<file path="config.mk">
export PLATFORM = sky130hd
export DESIGN_NAME = traffic_phase_ctrl_flat
export DESIGN_NICKNAME = d
export VERILOG_FILES = /design/src/rtl/traffic_phase_ctrl_if.sv /design/src/rtl/traffic_phase_ctrl.sv /design/src/flat_wrapper.sv
export SDC_FILE = /design/constraint.sdc
export NUM_CORES = 1
export LEC_CHECK = 0
export BUFFER_PORTS_ARGS = -buffer_cell sky130_fd_sc_hd__buf_2
export CORE_MARGIN = 1.5
export CORE_UTILIZATION = 46
export CTS_BUF_LIST = sky130_fd_sc_hd__clkbuf_4 sky130_fd_sc_hd__clkbuf_8
export DETAILED_ROUTE_END_ITERATION = 8
export GPL_TIMING_DRIVEN = 1
export PLACE_DENSITY_LB_ADDON = 0.12
export RECOVER_POWER = 100
export SETUP_SLACK_MARGIN = 0.5
export SLEW_MARGIN = 20
export SYNTH_ARGS = -nofsm -noshare
export SYNTH_HDL_FRONTEND = slang
export SYNTH_SLANG_ARGS = --single-unit
</file>
<file path="constraint.sdc">
create_clock -name clk -period 4.09 [get_ports clk]
set_input_delay 0.818 -clock clk [delete_from_list [all_inputs] [get_ports clk]]
set_output_delay 0.818 -clock clk [all_outputs]
set_load 0.05 [all_outputs]
</file>
<file path="src/rtl/traffic_phase_ctrl_if.sv">
// Signal bundle between the traffic phase controller and its surroundings.
// Ports: ped_req/flash are requests into the controller; lights/walk/phase/ped_pend
//        are its lamp drives and status. master = requester side, slave = controller.
interface traffic_phase_ctrl_if #(
  parameter int NUM_APPR = 4
);
  logic                    ped_req;
  logic                    flash;
  logic [3*NUM_APPR-1:0]   lights;
  logic [2:0]              walk;
  logic [2:0]              phase;
  logic                    ped_pend;

  modport master (
    output ped_req, flash,
    input  lights, walk, phase, ped_pend
  );

  modport slave (
    input  ped_req, flash,
    output lights, walk, phase, ped_pend
  );
endinterface

</file>
<file path="src/rtl/traffic_phase_ctrl.sv">
// N-approach traffic signal controller: fixed rotation green/yellow/all-red, optional
// pedestrian walk phase after the last approach, and a flash mode; timing from an internal tick.
// Ports: clk, rst (async, active-high); bus.slave carries ped_req/flash in, lights/walk/phase/ped_pend out.
module traffic_phase_ctrl #(
  parameter int NUM_APPR = 4,
  parameter int TICK_DIV = 50000000,
  parameter int GREEN_T  = 15,
  parameter int YELLOW_T = 5,
  parameter int ALLRED_T = 1,
  parameter int WALK_T   = 10,
  parameter int TMR_W    = 8
) (
  input  logic                 clk,
  input  logic                 rst,
  traffic_phase_ctrl_if.slave  bus
);

  localparam int              PS_W     = (TICK_DIV > 1) ? $clog2(TICK_DIV) : 1;
  localparam logic [PS_W-1:0] PS_LAST  = PS_W'(TICK_DIV - 1);
  localparam logic [TMR_W-1:0] T_GREEN  = TMR_W'(GREEN_T - 1);
  localparam logic [TMR_W-1:0] T_YELLOW = TMR_W'(YELLOW_T - 1);
  localparam logic [TMR_W-1:0] T_ALLRED = TMR_W'(ALLRED_T - 1);
  localparam logic [TMR_W-1:0] T_WALK   = TMR_W'(WALK_T - 1);
  localparam logic [2:0]      LAST_PH  = 3'(NUM_APPR - 1);
  localparam logic [2:0]      C_R      = 3'b100;
  localparam logic [2:0]      C_G      = 3'b010;
  localparam logic [2:0]      C_Y      = 3'b001;

  typedef enum logic [2:0] {
    S_GREEN, S_YELLOW, S_ALLRED, S_WALK, S_WALK_CLR, S_FLASH
  } state_t;

  state_t            state_q, state_d;
  logic [TMR_W-1:0]  timer_q, timer_d;
  logic [2:0]        phase_q, phase_d;
  logic              pend_q, pend_d;
  logic              flash_lvl_q, flash_lvl_d;
  logic [PS_W-1:0]   ps_cnt;
  logic              tick;
  logic [3*NUM_APPR-1:0] lights_c;
  logic [2:0]        walk_c;

  // Prescaler: one-clk tick every TICK_DIV clocks.
  assign tick = (ps_cnt == PS_LAST);

  always_ff @(posedge clk or posedge rst) begin
    if (rst)       ps_cnt <= '0;
    else if (tick) ps_cnt <= '0;
    else           ps_cnt <= ps_cnt + PS_W'(1);
  end

  // State register. Reset parks in all-red on the last approach so approach 0 is served first.
  always_ff @(posedge clk or posedge rst) begin
    if (rst) begin
      state_q     <= S_ALLRED;
      timer_q     <= T_ALLRED;
      phase_q     <= LAST_PH;
      pend_q      <= 1'b0;
      flash_lvl_q <= 1'b1;
    end else begin
      state_q     <= state_d;
      timer_q     <= timer_d;
      phase_q     <= phase_d;
      pend_q      <= pend_d;
      flash_lvl_q <= flash_lvl_d;
    end
  end

  // Next-state logic: flash overrides everything, then timer expiry, then pedestrian latch.
  always_comb begin
    state_d     = state_q;
    timer_d     = timer_q;
    phase_d     = phase_q;
    pend_d      = pend_q;
    flash_lvl_d = flash_lvl_q;

    if (!bus.flash && bus.ped_req && state_q != S_WALK && state_q != S_WALK_CLR)
      pend_d = 1'b1;

    if (bus.flash) begin
      state_d = S_FLASH;
      // Flash always opens with the lamps lit, then toggles per tick.
      if (state_q != S_FLASH) flash_lvl_d = 1'b1;
      else if (tick)          flash_lvl_d = ~flash_lvl_q;
    end else if (state_q == S_FLASH) begin
      state_d = S_ALLRED;
      timer_d = T_ALLRED;
      phase_d = LAST_PH;
    end else if (tick) begin
      if (timer_q != '0) begin
        timer_d = timer_q - TMR_W'(1);
      end else begin
        unique case (state_q)
          S_GREEN: begin
            state_d = S_YELLOW;
            timer_d = T_YELLOW;
          end
          S_YELLOW: begin
            state_d = S_ALLRED;
            timer_d = T_ALLRED;
          end
          S_ALLRED: begin
            if (phase_q == LAST_PH && pend_q) begin
              state_d = S_WALK;
              timer_d = T_WALK;
              pend_d  = 1'b0;  // a request on this same clk is dropped
            end else begin
              state_d = S_GREEN;
              timer_d = T_GREEN;
              phase_d = (phase_q == LAST_PH) ? 3'd0 : phase_q + 3'd1;
            end
          end
          S_WALK: begin
            state_d = S_WALK_CLR;
            timer_d = T_YELLOW;
          end
          S_WALK_CLR: begin
            state_d = S_ALLRED;
            timer_d = T_ALLRED;
            phase_d = LAST_PH;
          end
          default: ;
        endcase
      end
    end
  end

  // Moore outputs decoded from registered state; reset forces all-red immediately.
  always_comb begin
    lights_c = {NUM_APPR{C_R}};
    walk_c   = C_R;
    unique case (state_q)
      S_GREEN:    lights_c[3*int'(phase_q) +: 3] = C_G;
      S_YELLOW:   lights_c[3*int'(phase_q) +: 3] = C_Y;
      S_WALK:     walk_c = C_G;
      S_WALK_CLR: walk_c = C_Y;
      S_FLASH:    lights_c = {NUM_APPR{flash_lvl_q ? C_Y : 3'b000}};
      default: ;
    endcase
  end

  assign bus.lights   = lights_c;
  assign bus.walk     = walk_c;
  assign bus.phase    = phase_q;
  assign bus.ped_pend = pend_q;

endmodule
</file>
<file path="src/flat_wrapper.sv">
// flat-port wrapper written by rule: the top's interface ports become plain ports
module traffic_phase_ctrl_flat 
#(
  parameter int NUM_APPR = 4,
  parameter int TICK_DIV = 50000000,
  parameter int GREEN_T  = 15,
  parameter int YELLOW_T = 5,
  parameter int ALLRED_T = 1,
  parameter int WALK_T   = 10,
  parameter int TMR_W    = 8
)
  (clk, rst, bus_ped_req, bus_flash, bus_lights, bus_walk, bus_phase, bus_ped_pend);
  traffic_phase_ctrl_if #(.NUM_APPR(NUM_APPR)) bus_i ();
  input  logic clk;
  input  logic rst;
  input wire logic [$bits(bus_i.ped_req)-1:0] bus_ped_req;
  input wire logic [$bits(bus_i.flash)-1:0] bus_flash;
  output wire logic [$bits(bus_i.lights)-1:0] bus_lights;
  output wire logic [$bits(bus_i.walk)-1:0] bus_walk;
  output wire logic [$bits(bus_i.phase)-1:0] bus_phase;
  output wire logic [$bits(bus_i.ped_pend)-1:0] bus_ped_pend;
  assign bus_i.ped_req = bus_ped_req;
  assign bus_i.flash = bus_flash;
  assign bus_lights = bus_i.lights;
  assign bus_walk = bus_i.walk;
  assign bus_phase = bus_i.phase;
  assign bus_ped_pend = bus_i.ped_pend;
  traffic_phase_ctrl #(.NUM_APPR(NUM_APPR), .TICK_DIV(TICK_DIV), .GREEN_T(GREEN_T), .YELLOW_T(YELLOW_T), .ALLRED_T(ALLRED_T), .WALK_T(WALK_T), .TMR_W(TMR_W)) u_core (.clk(clk), .rst(rst), .bus(bus_i));
endmodule
</file>
==> reports/qor.txt <==
Width of the die -> 78.2 um
Antenna-violating nets left -> 0
Setup violators final -> 0
Worst VDD drop -> 0.264 mV
Cts bufs inserted -> 5
Worst setup SP type -> register
Synth top area share -> 0.365
Drt first pass iters -> 4
Max-Cap Viols -> 1
Leakage power -> 1.19 nW
Worst Setup End Kind -> primary output
Post-synthesis register bit count -> 42
Reg clk slew, reported paths -> 0.07 ns
Sw Share -> 0.427
Fillers -> 581
Ys async rst share -> 1.00
Cell taking the most area after synthesis -> dfrtp_1
First-pass GRT wire length -> 9960 um
Instance count of the mapped netlist -> 284
Simple-gate share of the synthesized area -> 0.295
P_int -> 0.788 mW
Core area -> 5470 um^2
Slew HR -> -0.466
Clk pwr share -> 0.204
Sequential element share of the synthesized area -> 0.406
Commonest non-fill, non-tap cell in the layout -> dfrtp_1
Root Driver -> clkbuf_8
Proportion of layout cells with a drive suffix above 1 -> 0.0948
Initial Util -> 0.476
Sink Count -> 42
Most used cell, CP -> a21oi_1
Synth Area in Compound Gates -> 0.145
Number of global-route vias before repair -> 2095
Worst path max stage delay -> 0.65 ns
Top_reg_cell synth -> dfrtp_1
# rows -> 27
Mean Syn Cell Area -> 9.17 um^2
NetSw -> 0.588 mW
Die Ht -> 78.2 um
DR DRC count -> 0
Layout Cells excl Fill -> 378
Tcrit/Tclk final -> 0.881
Die footprint -> 6120 um^2
Setup bufs post-CTS -> 0
Mux share of post-synthesis cell area -> 0.0125
Number of flops mapped to enable cells by yosys -> 0
Cts hold-fix bufs -> 0
GRT Resource Usage Total -> 0.202
Tmin final -> 3.60 ns
N_diodes -> 0
Fin Clk Skew -> 0.0101 ns
Yosys warns -> 0
Post-Syn Nets -> 294
Via count -> 2118
Placed insts -> 370
Vias per Instance -> 5.60
Fmax -> 0.278 GHz
Worst slew pin tran -> 2.20 ns
Worst path required time -> 3.27 ns
CP Cell Sequence -> inv_1, ha_1, nor3b_1, a21oi_1, or3_1, or2_2, a21oi_1, clkbuf_1
CP delay by family, top -> simple AND/OR/NAND/NOR gates
GRT Residual Overflow -> 0
Clock Tree Buf Depth -> 2
Failing checks -> max-capacitance violations, max-slew violations
Routed len/inst -> 14.6 um
DP Wirelength -> 3890 um
Netlist Area Pre-Place -> 2600 um^2
PostCTS Resize Cnt -> 0
Most frequent cells in the layout -> dfrtp_1 (38), nor2_1 (33), nand2_1 (20)
Crit Path Class -> reg -> out
Yosys cell types -> 57
Area grow syn2layout -> 7.50%
Placer congestion estimate -> 0.837
Comb pwr share -> 0.403
Post-Route Setup TNS -> 0 ns
Max Slew Vio Count -> 43
Initial antenna violation count -> 0
Number of port buffers -> 22
Final nets -> 315
# H-tree levels -> 2
Seq pwr share -> 0.393
PwrDens -> 492 nW/um^2
Hold Crit Class -> reg -> reg
Post-Synth Adder-Cell Area -> 0.0288
Pin count of the biggest net entering global routing -> 43
Final Hold Fails -> 0
Largest family of logic cells by synthesized area -> simple AND/OR/NAND/NOR gates
Critical path peak fanout -> 8
CTS tree -> built
Xor/xnor share of the synthesized area -> 0.0807
Worst EP arrival -> 2.79 ns
RSZ-0062 raised after global routing -> false
Status -> complete, but fails checks
Boundary Pins -> 23
WP buf/inv -> 2
Initial drt markers -> 158
Synth area leaders -> dfrtp_1 (37%), xor2_1 (5.0%), nor2_1 (4.6%), dfstp_2 (4.0%), nand3_1 (3.5%)
Final wirelength -> 5520 um
Clock latency on the worst-skew pair -> 0.29 ns
Critical-path top delay cell -> dfstp_1
[cell type report]
| class | instances | area, um^2 | share of cell area |
|---|---|---|---|
| clock inverters | 1 | 5.00 | 0.00179 |
| flip-flops and latches | 42 | 1060 | 0.377 |
| repair buffers | 23 | 91.3 | 0.0326 |
| inverters | 13 | 48.8 | 0.0174 |
| well taps | 72 | 90.1 | 0.0322 |
| multi-input cells | 220 | 1420 | 0.506 |
| clock buffers | 7 | 90.1 | 0.0322 |
[stage by stage]
step / hold slack (ns) / instance area, um^2 / power, mW / util / setup slack, ns
global route: 0.506 / 2800 / 1.48 / 0.511 / 0.352
CTS: 0.485 / 2870 / 1.41 / 0.525 / 0.773
finish: 0.477 / 2800 / 1.38 / 0.511 / 0.487
floorplan: 0.441 / 2600 / 0.996 / - / 0.589
global placement: 0.463 / 2780 / 1.11 / 0.507 / 1.15
detailed placement: 0.472 / 2780 / 1.12 / 0.507 / 1.11
[synth_stat cells (2+ instances only)]
cell type,n
dfrtp_1,38
nor2_1,32
nand2_1,20
nand3_1,18
xor2_1,15
inv_1,13
a21oi_1,11
nand4_1,9
nor3_1,9
xnor2_1,9
o21ai_0,8
clkbuf_1,7
a31oi_1,6
and3_1,6
ha_1,6
a21o_1,4
dfstp_2,4
o211ai_1,4
or2_2,4
or3_1,4
a211o_1,3
and2_1,3
nand2b_1,3
nor2b_1,3
a221o_1,2
a2bb2oi_1,2
a41oi_1,2
mux2_1,2
nor2_2,2
nor3_2,2
nor3b_1,2
nor4_2,2
o311ai_1,2
o41ai_1,2
or4_1,2
or4_4,2
[metal layers]
metal  part of all wire  GRT usage  up-vias
met3              0.033     0.0349        5
li1                   -          -     1069
met1               0.51      0.283     1003
met5                  0          0        -
met4              0.011     0.0661        0
met2               0.45      0.318       41
[logic make-up (layout without fill, tap and decap cells)]
| family | after synthesis | in the layout |
|---|---|---|
| buffers and inverters | 22 | 44 |
| AND/OR/NAND/NOR | 134 | 134 |
| adder cells (fa/ha/maj) | 6 | 6 |
| XOR/XNOR | 24 | 24 |
| flip-flops | 42 | 42 |
| multiplexers | 3 | 3 |
| AO/OA/AOI/OAI | 53 | 53 |
[state kept, by name (all words and copies together) (netlist names)]
register             count
u_core.bus.ped_pend      1
u_core.bus.phase         3
u_core.flash_lvl_q       1
u_core.ps_cnt           26
u_core.state_q           3
u_core.timer_q           8
[worst reg2reg max path, delay by kind of cell (launching register included)]
family	cells	cell delay [ns]
AND/OR/NAND/NOR	3	1.65
AO/OA/AOI/OAI	2	0.49
flip-flops	1	0.40
adder cells (fa/ha/maj)	1	0.23
[power by group through the flow]
stage | clock (mW) | sequential, mW | combinational, mW
floorplan | 0 | 0.555 | 0.441
detailed placement | 0 | 0.549 | 0.567
finish | 0.281 | 0.540 | 0.554
global placement | 0 | 0.549 | 0.565
CTS | 0.294 | 0.541 | 0.569
global route | 0.312 | 0.554 | 0.618
[worst paths after layout]
path	start	end	slack [ns]	cells after the start
worst max-delay path	u_core.bus.phase[0]$_DFFE_PP1P_	bus_lights[6]	0.49	8
worst min-delay path	u_core.ps_cnt[6]$_DFF_PP0_	u_core.ps_cnt[6]$_DFF_PP0_	0.48	1
worst max register to register	u_core.ps_cnt[0]$_DFF_PP0_	u_core.timer_q[7]$_DFFE_PP0P_	1.17	6
worst min register to register	u_core.ps_cnt[6]$_DFF_PP0_	u_core.ps_cnt[6]$_DFF_PP0_	0.48	1
max in group asynchronous	rst	u_core.ps_cnt[25]$_DFF_PP0_	1.52	3
min in group asynchronous	rst	u_core.bus.ped_pend$_DFF_PP0_	1.32	3
(Power assumes the default switching activity.)
